$ cat config.mk
export PLATFORM = sky130hd
export DESIGN_NAME = bcd2hex_4_flat
export DESIGN_NICKNAME = d
export VERILOG_FILES = /design/src/rtl/bcd2hex_4_if.sv /design/src/rtl/bcd2hex_4.sv /design/src/flat_wrapper.sv
export SDC_FILE = /design/constraint.sdc
export NUM_CORES = 1
export LEC_CHECK = 0
export CAP_MARGIN = 20
export CORE_ASPECT_RATIO = 1.75
export CORE_MARGIN = 5
export CORE_UTILIZATION = 40
export CTS_BUF_LIST = sky130_fd_sc_hd__clkbuf_16
export CTS_CLUSTER_DIAMETER = 80
export DETAILED_ROUTE_END_ITERATION = 10
export SYNTH_ARGS = -nofsm -noshare
export SYNTH_HDL_FRONTEND = slang
export SYNTH_SLANG_ARGS = --single-unit
$ cat constraint.sdc
create_clock -name clk -period 3.2 [get_ports clk]
set_clock_uncertainty 0.1 [all_clocks]
set_input_delay 0.8 -clock clk [delete_from_list [all_inputs] [get_ports clk]]
set_output_delay 0.8 -clock clk [all_outputs]
set_load 0.01 [all_outputs]
$ cat src/rtl/bcd2hex_4_if.sv
// ----------------------------------------------------------------------------
// bcd2hex_4_if
// Request/result bundle for the 4-digit BCD-to-binary converter.
//
// Signals:
//   start   request, converter acts on its rising edge
//   bcd_a   thousands digit
//   bcd_b   hundreds digit
//   bcd_c   tens digit
//   bcd_d   ones digit
//   dout    14-bit binary result (0..9999)
//   done    one-cycle pulse when dout/err update
//   busy    conversion in progress
//   err     last conversion saw a digit > 9
//
// Modports:
//   master  requester side (entry logic / testbench)
//   slave   converter side
// ----------------------------------------------------------------------------
interface bcd2hex_4_if;
   logic        start;
   logic [3:0]  bcd_a;
   logic [3:0]  bcd_b;
   logic [3:0]  bcd_c;
   logic [3:0]  bcd_d;
   logic [13:0] dout;
   logic        done;
   logic        busy;
   logic        err;

   modport master (
      output start,
      output bcd_a,
      output bcd_b,
      output bcd_c,
      output bcd_d,
      input  dout,
      input  done,
      input  busy,
      input  err
   );

   modport slave (
      input  start,
      input  bcd_a,
      input  bcd_b,
      input  bcd_c,
      input  bcd_d,
      output dout,
      output done,
      output busy,
      output err
   );
endinterface

$ cat src/rtl/bcd2hex_4.sv
// ----------------------------------------------------------------------------
// bcd2hex_4
// Sequential 4-digit packed-BCD to 14-bit binary converter. A rising edge of
// start in idle latches the four digits, then four clocks of
// acc = acc*10 + digit run in order thousands..ones, and a finish cycle
// publishes the result with a one-cycle done pulse. A digit above 9 flags err
// and forces the result to zero; the accumulation still runs so the timing
// never depends on the data.
//
// Ports:
//   clk   system clock, rising edge
//   rst   synchronous reset, active-high
//   bus   bcd2hex_4_if.slave: start, bcd_a..bcd_d in; dout, done, busy, err out
// ----------------------------------------------------------------------------
module bcd2hex_4 (
   input  logic           clk,
   input  logic           rst,
   bcd2hex_4_if.slave     bus
);

   typedef enum logic [1:0] {
      StIdle   = 2'd0,
      StConv   = 2'd1,
      StFinish = 2'd2
   } state_e;

   state_e      state_q, state_d;

   logic        start_q;
   logic [13:0] acc_q, acc_d;
   logic [1:0]  idx_q, idx_d;
   logic [3:0]  dig_a_q, dig_a_d;
   logic [3:0]  dig_b_q, dig_b_d;
   logic [3:0]  dig_c_q, dig_c_d;
   logic [3:0]  dig_d_q, dig_d_d;
   logic        err_pend_q, err_pend_d;
   logic [13:0] dout_q, dout_d;
   logic        done_q, done_d;
   logic        busy_q, busy_d;
   logic        err_q, err_d;

   logic        start_rise;
   logic        accept;
   logic        any_invalid;
   logic [3:0]  dig_sel;
   logic [13:0] acc_x10;

   // Edge detect; a start arriving outside idle is dropped, not queued.
   assign start_rise  = bus.start & ~start_q;
   assign accept      = start_rise && (state_q == StIdle);

   assign any_invalid = (bus.bcd_a > 4'd9) || (bus.bcd_b > 4'd9) ||
                        (bus.bcd_c > 4'd9) || (bus.bcd_d > 4'd9);

   // acc*10 as shift-and-add, truncated to 14 bits. Only invalid digits can
   // push past 9999, and that result is discarded anyway.
   assign acc_x10 = {acc_q[10:0], 3'b000} + {acc_q[12:0], 1'b0};

   always_comb begin
      dig_sel = 4'd0;
      unique case (idx_q)
         2'd0:    dig_sel = dig_a_q;
         2'd1:    dig_sel = dig_b_q;
         2'd2:    dig_sel = dig_c_q;
         2'd3:    dig_sel = dig_d_q;
         default: dig_sel = 4'd0;
      endcase
   end

   // ---------------------------------------------------------------------------
   // State register and all datapath registers
   // ---------------------------------------------------------------------------
   always_ff @(posedge clk) begin
      if (rst) begin
         state_q    <= StIdle;
         start_q    <= 1'b0;
         acc_q      <= 14'd0;
         idx_q      <= 2'd0;
         dig_a_q    <= 4'd0;
         dig_b_q    <= 4'd0;
         dig_c_q    <= 4'd0;
         dig_d_q    <= 4'd0;
         err_pend_q <= 1'b0;
         dout_q     <= 14'd0;
         done_q     <= 1'b0;
         busy_q     <= 1'b0;
         err_q      <= 1'b0;
      end else begin
         state_q    <= state_d;
         start_q    <= bus.start;
         acc_q      <= acc_d;
         idx_q      <= idx_d;
         dig_a_q    <= dig_a_d;
         dig_b_q    <= dig_b_d;
         dig_c_q    <= dig_c_d;
         dig_d_q    <= dig_d_d;
         err_pend_q <= err_pend_d;
         dout_q     <= dout_d;
         done_q     <= done_d;
         busy_q     <= busy_d;
         err_q      <= err_d;
      end
   end

   // ---------------------------------------------------------------------------
   // Next-state logic
   // ---------------------------------------------------------------------------
   always_comb begin
      state_d = state_q;
      unique case (state_q)
         StIdle: begin
            if (accept) begin
               state_d = StConv;
            end
         end
         StConv: begin
            if (idx_q == 2'd3) begin
               state_d = StFinish;
            end
         end
         StFinish: begin
            state_d = StIdle;
         end
         default: begin
            state_d = StIdle;
         end
      endcase
   end

   // ---------------------------------------------------------------------------
   // Datapath / output next values
   // ---------------------------------------------------------------------------
   always_comb begin
      acc_d      = acc_q;
      idx_d      = idx_q;
      dig_a_d    = dig_a_q;
      dig_b_d    = dig_b_q;
      dig_c_d    = dig_c_q;
      dig_d_d    = dig_d_q;
      err_pend_d = err_pend_q;
      dout_d     = dout_q;
      err_d      = err_q;
      // done is a pure one-cycle pulse out of the finish state.
      done_d     = 1'b0;
      busy_d     = busy_q;

      unique case (state_q)
         StIdle: begin
            if (accept) begin
               dig_a_d    = bus.bcd_a;
               dig_b_d    = bus.bcd_b;
               dig_c_d    = bus.bcd_c;
               dig_d_d    = bus.bcd_d;
               err_pend_d = any_invalid;
               acc_d      = 14'd0;
               idx_d      = 2'd0;
               busy_d     = 1'b1;
            end
         end
         StConv: begin
            acc_d = acc_x10 + {10'd0, dig_sel};
            idx_d = idx_q + 2'd1;
         end
         StFinish: begin
            dout_d = err_pend_q ? 14'd0 : acc_q;
            err_d  = err_pend_q;
            done_d = 1'b1;
            busy_d = 1'b0;
         end
         default: begin
            busy_d = 1'b0;
         end
      endcase
   end

   assign bus.dout = dout_q;
   assign bus.done = done_q;
   assign bus.busy = busy_q;
   assign bus.err  = err_q;

endmodule

$ cat src/flat_wrapper.sv
// flat-port wrapper written by rule: the top's interface ports become plain ports
module bcd2hex_4_flat 
  (clk, rst, bus_start, bus_bcd_a, bus_bcd_b, bus_bcd_c, bus_bcd_d, bus_dout, bus_done, bus_busy, bus_err);
  bcd2hex_4_if bus_i ();
  input  logic clk;
  input  logic rst;
  input wire logic [$bits(bus_i.start)-1:0] bus_start;
  input wire logic [$bits(bus_i.bcd_a)-1:0] bus_bcd_a;
  input wire logic [$bits(bus_i.bcd_b)-1:0] bus_bcd_b;
  input wire logic [$bits(bus_i.bcd_c)-1:0] bus_bcd_c;
  input wire logic [$bits(bus_i.bcd_d)-1:0] bus_bcd_d;
  output wire logic [$bits(bus_i.dout)-1:0] bus_dout;
  output wire logic [$bits(bus_i.done)-1:0] bus_done;
  output wire logic [$bits(bus_i.busy)-1:0] bus_busy;
  output wire logic [$bits(bus_i.err)-1:0] bus_err;
  assign bus_i.start = bus_start;
  assign bus_i.bcd_a = bus_bcd_a;
  assign bus_i.bcd_b = bus_bcd_b;
  assign bus_i.bcd_c = bus_bcd_c;
  assign bus_i.bcd_d = bus_bcd_d;
  assign bus_dout = bus_i.dout;
  assign bus_done = bus_i.done;
  assign bus_busy = bus_i.busy;
  assign bus_err = bus_i.err;
  bcd2hex_4 u_core (.clk(clk), .rst(rst), .bus(bus_i));
endmodule
; Yosys cells after proc, flatten, opt, wreduce, memory -nomap -nowiden
; Cells that the tools add are included.
[op_classes]
eq_ne = 7
shift = 0
n_addsub = 3
n_mux = 12
reduce_logical = 11
order_cmp = 4
multipliers = 0
bitwise_logic = 3
div = 0
[ops]
columns = cell, n
row1 = $mux 14, 2
row2 = $pmux 14 s2, 1
row3 = $gt 4x4->1 const B, 4
row4 = $pmux 4 s4, 1
row5 = $add 14x14->14, 1
row6 = $add 14x4->14, 1
row7 = $pmux 2 s2, 2
row8 = $reduce_and 2->1, 4
row9 = $eq 2x2->1 const B, 3
row10 = $mux 2, 3
row11 = $eq 2x1->1 const B, 2
row12 = $logic_not 2->1, 2
row13 = $ne 2x1->1 const B, 2
row14 = $logic_or 1x1->1, 3
row15 = $add 2x1->2 const B, 1
row16 = $mux 1, 2
row17 = $not 1->1, 2
row18 = $pmux 1 s2, 1
row19 = $reduce_bool 2->1, 1
row20 = $and 1x1->1, 1
row21 = $logic_and 1x1->1, 1
[totals]
wordCells = 53
latchBits = 0
ramBits = 0
regBits = 53
in_bits = 19
out_inout_bits = 17
memories = 0
rom_bits = 0

; Logic depth before layout (Yosys ltp)
[depth]
depth_word = 5
ltp_mapped = 13
mapped_depth_nobuf = 13

; Worst setup path before layout
; OpenSTA, ideal clock, no wires.
[synth_timing]
path_kind = reg-to-reg
startpoint = register u_core.idx_q[1]
endpoint = register u_core.acc_q[8]
arrival_ns = 2.938
path_slack_ns = 0.045
path_buffers = 0
t_required_ns = 2.983
period_less_slack_ns = 3.155
setup_time_ns = 0.117
stages_incl_launch_ff = 13
cell_sequence = dfxtp_1 > inv_1 > ha_1 > a222oi_1 > mux2i_1 > fa_1 > inv_1 > fa_1 > nor2b_4 > o211ai_2 > a21boi_0 > o21ai_0 > a32o_1
[synth_between]
elab_chain_cells = 4
word_cells_on_any_way = 7
classes_between = 1 x add/sub / 3 x eq/ne / 2 x mux / 1 x reduce/logical
[synth_lines]
columns = item, line_no
row1 = from (decl), bcd2hex_4.sv:31  ; logic [1:0] idx_q, idx_d;
row2 = from (signal assigned), bcd2hex_4.sv:92  ; idx_q <= idx_d;
row3 = "$eq 2x2->1, or another cell as far along", bcd2hex_4.sv:61  ; unique case (idx_q)
row4 = $pmux 4 s4 *, bcd2hex_4.sv:61
row5 = $add 14x4->14 *, bcd2hex_4.sv:161  ; acc_d = acc_x10 + {10'd0, dig_sel};
row6 = $pmux 14 s2 *, bcd2hex_4.sv:147  ; unique case (state_q)
row7 = to (signal assigned), bcd2hex_4.sv:77  ; acc_q <= 14'd0;
row8 = to (signal assigned), bcd2hex_4.sv:91  ; acc_q <= acc_d;
row9 = to (decl), bcd2hex_4.sv:30  ; logic [13:0] acc_q, acc_d;
; Every way passes the cells marked *; elsewhere a longest branch is shown, timed or not.
; A chain may end at the register's enable or synchronous reset.

; Final worst setup path
[layout_timing]
startpoint = register u_core.idx_q[1]
endpoint = register u_core.acc_q[10]
; The elaborated chain is that of the path after synthesis.

==> results.cfg <==
[timing]
slew_headroom_pct = 38.0
finalSetupTns_ns = 0
timing.hold.ws_ns = 0.362
finalCriticalPeriod_ns = 3.08
period_share_pct = 96.2
hold_violations = 0
final-setup-viol-count = 0
slew_viol_final = 0
fmax_ghz = 0.325
worst_pin_slew_ns = 0.928

[cts]
cts_root_buf = clkbuf_16
worstSkewPairLatency_ns = 0.29
clkSlewWorstSetupHoldPaths_ns = 0.07
cts_tree = yes
cts_max_path_buffers = 2
htreeDepth = 2
clock-sinks = 53
cts_inserted_buffers = 5
cts_hold_buf = 0

[global_routing]
gr-usage-all-layers_pct = 16.8
grt_remaining_overflow = 0
grt_pass1_vias = 2417
grt_max_degree = 41
grt_pass1_wl_um = 11300
antenna_found_initial = 0

[critical_path]
crit-reg2reg-launch = u_core.idx_q[1]
critical_path_arrival_ns = 3.17
cpLargestDelayFamily = adder cells
crit_fanout = 4
crit_path_start = u_core.idx_q[1]
r2r_end = u_core.acc_q[10]
crit_path_end_kind = register
path_depth = 12
critPathRequiredTime_ns = 3.29
r2r_slack_ns = 0.12
critical-path-slowest-cell = fa_1
cpMostUsedCell = inv_2
slowest_delay_ns = 0.49
crit_chain = inv_2 > ha_4 > a222oi_1 > mux2i_1 > fa_1 > inv_2 > fa_2 > nor2b_4 > o211ai_2 > a21oi_2 > or4_1 > a32o_1
critPathLaunchType = register
reg2regPathDepth = 12
worstPathBufferInverterCount = 2
critPathKind = register to register
crit_path_end = u_core.acc_q[10]

[logic_synthesis]
synth_area_per_cell_um2 = 8.44
synth_edf_count = 0
yosys-top-cells-area = dfxtp_1 (39%), ha_1 (12%), a21oi_1 (8.6%)
synth_seq_cells = 53
synth_cells = 324
yosysSeqAreaShare_pct = 38.8
synth_top_cell_by_area = dfxtp_1
ys_warn_count = 0
yosysMostFrequentCell = dfxtp_1
synth_area_um2 = 2730
syn-num-nets = 371
synthFlopType = dfxtp_1
ys_async_sr_fraction_pct = 0
synth_common_cells = dfxtp_1 (53), a21oi_1 (47), nand2_1 (45)
ys_types = 42
netlist.area_leader.share_pct = 38.8

[final_layout]
diodes = 0
nNetsFinal = 405
fin_area_um2 = 3380
area_delta_synth_final_pct = 23.8
drive_above_1_share_pct = 9.47

[placement]
port_buffers = 35
place_congestion = 0.838
dpl-instance-area_um2 = 3190
dp_hpwl_um = 5360

[run]
maxCapViolations = 0

[drt]
dr.pass1.iters = 4
wirelength_um = 7090
drt_iter0_markers = 123
drc = 0
final_antenna_net_count = 0
dr_total_vias = 2416
wire_per_inst_um = 16.0
via_per_inst = 5.45

[floorplan]
initial_core_util_pct = 40.5
num_rows = 40
die_x_um = 72.5
boundaryPins = 36
core_area_um2 = 6760
dieArea_um2 = 8650
die_y_um = 119

[power_and_ir_drop]
power_density_nw_per_um2 = 409
p_leak_nw = 1.37
ir_drop_mv = 0.300

[worst_hold_path]
hp-class = register to register
min_from = u_core.dig_c_q[2]

[run_status]
status = complete, no violations
worst min-delay path by stage:
stage                        end  slack (ns)  depth (start not counted)
2_1_floorplan   u_core.acc_q[13]        0.33                          2
3_3_place_gp   u_core.dig_c_q[2]        0.34                          2
3_5_place_dp   u_core.dig_c_q[2]        0.35                          2
4_1_cts        u_core.dig_c_q[2]        0.36                          2
5_1_grt        u_core.dig_c_q[1]        0.39                          2
6_report       u_core.dig_c_q[2]        0.36                          2
kinds of logic (layout without fill, tap and decap cells):
logic type	after synthesis	count (layout)	share of synthesized area, %
flops	53	53	38.8
compound gates	83	83	18.2
simple gates	120	120	21.8
xor+xnor	7	7	2.24
buf+inv	29	64	4.16
fa+ha+maj	28	28	13.4
mux	4	4	1.46
where the power goes:
group	internal [mW]	switching, mW	leakage (nW)
sequential	0.678	0.0214	0.432
combinational	0.0651	0.0788	0.858
clock	0.289	0.250	0.0754
total	1.03	0.350	1.37
cell type report:
type / count / area, um2
flip-flops and latches: 53 / 1070
multi-input cells: 242 / 1600
clock buffers: 5 / 125
repair buffers: 44 / 418
clock inverters: 3 / 17.5
inverters: 12 / 45.0
fillers: 670 / 3370
well taps: 84 / 105
flip-flops by register name, summed over array words and instances (netlist names):
| signal | flops |
|---|---|
| u_core.dig_a_q | 4 |
| u_core.dig_d_q | 4 |
| u_core.state_q | 2 |
| u_core.idx_q | 2 |
| u_core.bus.err | 1 |
| u_core.acc_q | 14 |
| u_core.bus.busy | 1 |
| u_core.start_q | 1 |
| u_core.dig_c_q | 4 |
| u_core.dig_b_q | 4 |
| u_core.bus.done | 1 |
| u_core.bus.dout | 14 |
| u_core.err_pend_q | 1 |
what timing repair did:
item / 4_1_cts / 5_1_grt
buffers inserted: 0 / 1
endpoints found under the setup margin: 1 / 6
gates resized for setup: 1 / 17
pin swaps: 0 / 13
cell usage in the layout, fill, tap and decap left out, types with 5 or more instances in the layout:
master	Yosys	final
dfxtp_1	53	51
a21oi_1	47	46
nand2_1	45	45
clkdlybuf4s50_1	0	35
nor2_1	27	27
ha_1	26	20
nor3b_1	14	14
o21ai_0	11	11
inv_1	12	10
nand3_1	10	10
buf_4	0	9
nand2b_1	5	5
xor2_1	5	5
clkbuf_16	0	5
worst register-to-register path, cell delays in order (launching register included):
cell and delay, ns:
dfxtp_4 0.37, inv_2 0.05, ha_4 0.15, a222oi_1 0.31, mux2i_1 0.14, fa_1 0.49, inv_2 0.09, fa_2 0.24
nor2b_4 0.05, o211ai_2 0.20, a21oi_2 0.09, or4_1 0.42, a32o_1 0.27
per-stage QoR:
stage	total power, mW	instances	setup slack (ns)	utilization (%)
floorplan	0.791	324	0.0449	-
global placement	0.854	435	0.0214	47.2
detailed placement	0.855	435	-0.0335	47.2
CTS	1.40	443	0.00347	49.3
global route	1.44	443	-0.0276	50.1
finish	1.38	443	0.121	50.1
metal layers:
| metal | part of all wire (%) | GRT usage (%) | vias to the layer above |
|---|---|---|---|
| met5 | 0 | 0 | - |
| met4 | 4.4 | 8.55 | 0 |
| met3 | 2.9 | 2.28 | 19 |
| met2 | 57 | 33.0 | 58 |
| met1 | 36 | 16.1 | 1134 |
| li1 | - | - | 1205 |
No activity file was read; power rests on OpenSTA's default activity.
